$ cat src/rtl/secure_mem_arbiter_pkg.sv
// Shared types and constants for the secure memory arbiter.
package mcse_mem_arb_pkg;

    // Transaction FSM: accept in IDLE, strobe memory in ISSUE, wait for
    // completion in WAIT, report to the requester in RESP.
    typedef enum logic [1:0] {
        IDLE  = 2'd0,
        ISSUE = 2'd1,
        WAIT  = 2'd2,
        RESP  = 2'd3
    } arb_state_e;

    localparam logic [1:0] ERR_OK      = 2'b00;
    localparam logic [1:0] ERR_PERM    = 2'b01;
    localparam logic [1:0] ERR_TIMEOUT = 2'b10;

    // Saturating 8-bit increment used by the violation counter.
    function automatic logic [7:0] sat_inc8(input logic [7:0] v);
        return (v == 8'hFF) ? v : v + 8'd1;
    endfunction

endpackage

$ cat src/rtl/secure_mem_arbiter_rr_arbiter.sv
// Combinational rotate-priority picker: searches upward from last_grant+1
// with wrap-around and returns the first active request.
module rr_arbiter #(
    parameter int unsigned N = 3,
    localparam int unsigned IW = (N > 1) ? $clog2(N) : 1
) (
    input  logic [N-1:0]  req,
    input  logic [IW-1:0] last_grant,
    output logic [N-1:0]  grant,
    output logic [IW-1:0] grant_idx,
    output logic          grant_any
);

    logic [IW-1:0] cand;

    // Walk the N candidates in rotated order; the first active one wins.
    always_comb begin
        grant     = '0;
        grant_idx = '0;
        grant_any = 1'b0;
        cand      = '0;
        for (int unsigned k = 1; k <= N; k++) begin
            cand = IW'((32'(last_grant) + k) % N);
            if (!grant_any && req[cand]) begin
                grant_any   = 1'b1;
                grant_idx   = cand;
                grant[cand] = 1'b1;
            end
        end
    end

endmodule

$ cat src/rtl/secure_mem_arbiter.sv
// Shares the single-port secure memory among NUM_REQ requesters with
// round-robin arbitration, per-address write permissions, a global
// lifecycle write lock, a completion timeout and a violation counter.
module secure_mem_arbiter
    import mcse_mem_arb_pkg::*;
#(
    parameter int unsigned NUM_REQ        = 3,
    parameter int unsigned WIDTH          = 256,
    parameter int unsigned LENGTH         = 16,
    parameter int unsigned TIMEOUT_CYCLES = 64,
    localparam int unsigned AW = $clog2(LENGTH),
    localparam int unsigned IW = (NUM_REQ > 1) ? $clog2(NUM_REQ) : 1,
    localparam int unsigned CW = $clog2(TIMEOUT_CYCLES + 1)
) (
    input  logic                        clk,
    input  logic                        rst,
    input  logic [NUM_REQ-1:0]          req_valid,
    input  logic [NUM_REQ-1:0]          req_we,
    input  logic [NUM_REQ*AW-1:0]       req_addr,
    input  logic [NUM_REQ*WIDTH-1:0]    req_wdata,
    output logic [NUM_REQ-1:0]          req_ready,
    output logic [NUM_REQ-1:0]          rsp_valid,
    output logic [1:0]                  rsp_err,
    output logic [WIDTH-1:0]            rsp_rdata,
    input  logic [NUM_REQ*LENGTH-1:0]   perm_wr_mask,
    input  logic                        lc_wr_lock,
    output logic                        mem_rd_en,
    output logic                        mem_wr_en,
    output logic [AW-1:0]               mem_addr,
    output logic [WIDTH-1:0]            mem_wrData,
    input  logic [WIDTH-1:0]            mem_rdData,
    input  logic                        mem_valid,
    output logic [7:0]                  violation_count
);

    arb_state_e        state;
    logic [IW-1:0]     last_grant;
    logic [IW-1:0]     gnt_q;
    logic              we_q;
    logic [CW-1:0]     tmo_cnt;

    logic [NUM_REQ-1:0] arb_grant;
    logic [IW-1:0]      arb_idx;
    logic               arb_any;

    logic               sel_we;
    logic [AW-1:0]      sel_addr;
    logic [WIDTH-1:0]   sel_wdata;
    logic [LENGTH-1:0]  perm_row;
    logic               sel_denied;

    rr_arbiter #(
        .N(NUM_REQ)
    ) u_rr_arbiter (
        .req       (req_valid),
        .last_grant(last_grant),
        .grant     (arb_grant),
        .grant_idx (arb_idx),
        .grant_any (arb_any)
    );

    // Select the winning requester's command and evaluate its write permission.
    always_comb begin
        sel_we     = req_we[arb_idx];
        sel_addr   = req_addr[32'(arb_idx) * AW +: AW];
        sel_wdata  = req_wdata[32'(arb_idx) * WIDTH +: WIDTH];
        perm_row   = perm_wr_mask[32'(arb_idx) * LENGTH +: LENGTH];
        // Reads are never denied; writes need the per-address bit and no lock.
        sel_denied = sel_we & (lc_wr_lock | ~perm_row[sel_addr]);
    end

    // Acceptance strobe only in IDLE; gated by reset so it is 0 while held in reset.
    always_comb begin
        req_ready = '0;
        if (rst && (state == IDLE)) begin
            req_ready = arb_grant;
        end
    end

    // Transaction FSM with all memory and response outputs registered.
    always_ff @(posedge clk or negedge rst) begin
        if (!rst) begin
            state           <= IDLE;
            last_grant      <= IW'(NUM_REQ - 1);
            gnt_q           <= '0;
            we_q            <= 1'b0;
            tmo_cnt         <= '0;
            mem_rd_en       <= 1'b0;
            mem_wr_en       <= 1'b0;
            mem_addr        <= '0;
            mem_wrData      <= '0;
            rsp_valid       <= '0;
            rsp_err         <= ERR_OK;
            rsp_rdata       <= '0;
            violation_count <= '0;
        end else begin
            case (state)
                IDLE: begin
                    if (arb_any) begin
                        gnt_q <= arb_idx;
                        we_q  <= sel_we;
                        if (sel_denied) begin
                            // Denied writes never touch memory.
                            state           <= RESP;
                            rsp_valid       <= arb_grant;
                            rsp_err         <= ERR_PERM;
                            rsp_rdata       <= '0;
                            violation_count <= sat_inc8(violation_count);
                        end else begin
                            state      <= ISSUE;
                            mem_rd_en  <= ~sel_we;
                            mem_wr_en  <= sel_we;
                            mem_addr   <= sel_addr;
                            mem_wrData <= sel_wdata;
                        end
                    end
                end
                ISSUE: begin
                    mem_rd_en  <= 1'b0;
                    mem_wr_en  <= 1'b0;
                    mem_addr   <= '0;
                    mem_wrData <= '0;
                    tmo_cnt    <= '0;
                    state      <= WAIT;
                end
                WAIT: begin
                    // mem_valid takes priority over the final timeout cycle.
                    if (mem_valid) begin
                        state     <= RESP;
                        rsp_valid <= NUM_REQ'(1) << gnt_q;
                        rsp_err   <= ERR_OK;
                        rsp_rdata <= we_q ? '0 : mem_rdData;
                    end else if (tmo_cnt == CW'(TIMEOUT_CYCLES - 1)) begin
                        // This is the TIMEOUT_CYCLES-th WAIT cycle without completion.
                        state     <= RESP;
                        rsp_valid <= NUM_REQ'(1) << gnt_q;
                        rsp_err   <= ERR_TIMEOUT;
                        rsp_rdata <= '0;
                    end else begin
                        tmo_cnt <= tmo_cnt + 1'b1;
                    end
                end
                RESP: begin
                    rsp_valid  <= '0;
                    rsp_err    <= ERR_OK;
                    rsp_rdata  <= '0;
                    last_grant <= gnt_q;
                    state      <= IDLE;
                end
                default: begin
                    state <= IDLE;
                end
            endcase
        end
    end

endmodule

$ cat config.mk
export PLATFORM = sky130hd
export DESIGN_NAME = secure_mem_arbiter
export DESIGN_NICKNAME = d
export VERILOG_FILES = /design/src/rtl/secure_mem_arbiter_pkg.sv /design/src/rtl/secure_mem_arbiter_rr_arbiter.sv /design/src/rtl/secure_mem_arbiter.sv
export SDC_FILE = /design/constraint.sdc
export NUM_CORES = 1
export LEC_CHECK = 0
export CORE_AREA = 10 10 627 629
export CTS_CLUSTER_SIZE = 24
export DETAILED_ROUTE_END_ITERATION = 7
export DIE_AREA = 0 0 637 639
export PLACE_DENSITY = 0.3
export SYNTH_ARGS = -nofsm -noshare
export SYNTH_HDL_FRONTEND = slang
export SYNTH_SLANG_ARGS = --single-unit
$ cat constraint.sdc
create_clock -name clk -period 4.05 [get_ports clk]
set_input_delay 0.405 -clock clk [delete_from_list [all_inputs] [get_ports clk]]
set_output_delay 0.405 -clock clk [all_outputs]
set_load 0.02 [all_outputs]
==> impl_results.md <==
- Status: complete, but fails checks
- Failing checks: setup timing
- #FFs+latches synth: approximately 550
- Synthesis-to-layout area growth: 117%
- Final Worst Setup Slack: -444 ps
- Cts bufs inserted: 88
- DIE AREA: 407000 um^2
- Final period util: 111%
- Post-DRT Antenna Nets: 0
- Final Wtd Congestion: 0.901
- Post-synth EDFFs: 0
- Syn Nets: 3673
- Register area share after synthesis: 53.7%
- Die span in y: 639 um
- Largest area contributor in the netlist: dfrtp_1
- Pin count of the biggest net entering global routing: 147
- Worst Reg2Reg Path Length in Cells: 16
- Number of antenna violations at the first check in global routing: roughly 290
- Syn_area_per_cell: 9.88 um^2
- Total track usage: ~15%
- Max_cap viols: 0
- Rows: between 200 and 250
- PwrDens: roughly 940 nW/um^2
- Post-synth top area share: 53.6%
- Slowest Stage Delay on Critical Path: between 500 and 600 ps
- # IOs: between 1.5k and 2k
- Mean number of vias per cell: 3.30
- Post-synthesis instance total: between 2k and 3k
- Worst setup SP type: flip-flop
- R2r setup slk: -440 ps
- Asr flop ratio synth: 100%
- DRT iter0 DRCs: 2279
- Yosys warns: 0
- Top-count cell post-synth: nand2_1
- Vias: 31.4k
- Peak VDD IR: 0.611 mV
- Number of global-route vias before repair: 31.3k
- Fin Clk Skew: between 80 and 90 ps
- Initial Utilization: 6.66%
- Grt total ovfl: 0
- Layout cell share with drive strength beyond 1: 13.1%
- Final Slew Violations: 0
- Tightest Hold Check Type: in -> async
- First-pass GRT wire length: between 400 and 500 mm
- DRC: 0
- Final hold viol count: 0
- Setup WS pre-CTS: -1150 ps
- CTS tree: done
- Post-Route WL: between 300 and 400 mm
- CP max stage cell: dfstp_2
- RSZ-0062 raised after global routing: yes
- Slew margin rel.: 19.4%
- Leakage: approximately 0.021 uW
- Unique cell type count in the Yosys netlist: 62
- CP arrival: 5230 ps
- Most frequent cells after synthesis: 549 x nand2_1, 544 x dfrtp_1, 523 x a21oi_1
- Ys flop type: dfrtp_1
- Post-Syn Area: 25400 um^2
- CP Max Fanout: 8
- PortBufs: 1627
- Worst-margin pin slew: 1210 ps
- Top cells by area, synth: dfrtp_1 54%, a21oi_1 10%, a22o_1 9.0%, o2bb2ai_1 8.9%, nand2_1 8.1%
- Clk_lat worst skew: 820 ps
- Clock-pin slew on the worst setup and hold paths: 60 ps
- Critical path class: reg -> reg
- Worst r2r src: last_grant[1]
- Nets: 5468
- Worst-path cell chain: inv_4 -> ha_4 -> mux2i_2 -> mux2_4 -> o41a_1 -> buf_6 -> nand2_8 -> mux2_4 -> a41o_1 -> o2111a_2 -> or3_4 -> o31ai_4 -> buf_6 -> clkbuf_16 -> clkbuf_16 -> a22o_1
- Detailed Routing Iterations Pass 1: 7
- CTS root buffer: clkbuf_16
- Setup_tns: -160970 ps
- Die width: 637 um
- FF-to-FF End: rsp_rdata[57]
- Total core area: 381000 um^2
- Clock period minus final worst setup slack: 4490 ps
- Crit-path leading delay family: compound AO/OA/AOI/OAI gates
- Avg WL per Cell: ~36 um
- Detail Placement HPWL: 283 mm
- WP buf/inv: 5
- H-tree level count: 3
- WP data required: 4790 ps
- Clock sink count: 545
- Critical Path End Type: flip-flop
- Max Buffers Root-to-Sink: 4
- Fillers: 42.8k
- Final setup vio count: ~520
- Maximum clock frequency: 223 MHz
[timing repair]
action / 4_1_cts / 5_1_grt
setup buffers: 25 / 19
gates resized for setup: 68 / 124
pin swaps: 10 / 41
endpoints found under the setup margin: 532 / 531
endpoints found under the hold margin: 68 / 0
hold buffers: 1 / 0
cloned: 13 / 42
[metal layers]
layer	global-route usage [%]	share of wire, %
met1	18.0	40
met5	0	0.23
met4	2.08	2.3
met3	8.77	13
met2	25.3	45
[worst register-to-register path, cell delays in order (launching register included)]
cell,delay [ps]
dfstp_2,580
inv_4,60
ha_4,170
mux2i_2,160
mux2_4,310
o41a_1,490
buf_6,180
nand2_8,80
mux2_4,310
a41o_1,210
o2111a_2,280
or3_4,430
o31ai_4,340
buf_6,210
clkbuf_16,230
clkbuf_16,250
a22o_1,150
[how the worst max path moves through the flow]
stage / from / end / slack (ps) / depth (start not counted)
2_1_floorplan: last_grant[1] / rsp_rdata[100] / -10 / 17
3_3_place_gp: req_valid[1] / rsp_rdata[90] / -1240 / 17
3_5_place_dp: req_valid[1] / rsp_rdata[68] / -1150 / 16
4_1_cts: last_grant[1] / mem_wrData[9] / -550 / 22
5_1_grt: last_grant[1] / rsp_rdata[147] / -570 / 16
6_report: last_grant[1] / rsp_rdata[57] / -440 / 16
[report_power, final]
part	switching, uW	total (uW)	internal, uW	leakage, uW
sequential	1200	8250	7050	0.00739
clock	3380	8250	4880	0.00144
combinational	21600	35400	13800	0.0124
[kinds of logic after synthesis]
logic type | Yosys count | synth area share [%]
flops | 545 | 53.7
compound gates | 1101 | 30.1
fa+ha+maj | 10 | 0.493
xor+xnor | 10 | 0.345
mux | 35 | 1.51
simple gates | 614 | 9.55
buf+inv | 254 | 4.23
[registers in the layout (all words and copies together), names as in the netlist]
name,flops
rsp_valid,3
mem_rd_en,1
mem_addr,4
rsp_rdata,256
violation_count,8
gnt_q,2
we_q,1
mem_wrData,256
mem_wr_en,1
rsp_err,2
state,2
last_grant,2
tmo_cnt,7
[stage by stage]
step / util (%) / power [uW] / cell area, um^2 / instances / hold WS (ps)
6_report: 14.5 / 51900 / 55100 / 9500 / 125
3_3_place_gp: 12.9 / 38200 / 49300 / 9216 / 393
3_5_place_dp: 12.9 / 38200 / 49300 / 9216 / 398
4_1_cts: 14.0 / 49300 / 53300 / 9412 / 68.2
2_1_floorplan: - / 21100 / 25400 / 2569 / 109
5_1_grt: 14.4 / 55000 / 55000 / 9476 / 120
[cell usage in the layout, fill, tap and decap left out, types with 12 or more instances in the layout]
cell type        netlist  routed
buf_12                 0      49
clkbuf_16              0     119
nand3_1               15      12
buf_16                 0      30
buf_6                  0      24
clkbuf_1             155      18
a22o_1               262     262
nor2_1                13      12
mux2i_1               21      17
dfrtp_1              544     544
clkdlybuf4s50_1        0    1623
o2bb2ai_1            257     191
diode_2                0      31
o2bb2ai_2              0      65
clkbuf_8               0      18
buf_4                 12     181
nand2_1              549     548
a21oi_1              523     521
[final cells by class]
| type | count | area [um^2] | share of cell area, % |
|---|---|---|---|
| timing repair buffer | 1948 | 20600 | 37.5 |
| clock buffer | 125 | 2540 | 4.62 |
| antenna | 31 | 77.6 | 0.141 |
| inverter | 11 | 43.8 | 0.0795 |
| tap | 5038 | 6300 | 11.4 |
| sequential | 545 | 13600 | 24.8 |
| clock inverter | 32 | 415 | 0.754 |
| multi-input combinational | 1770 | 11400 | 20.7 |
(Power assumes the default switching activity.)
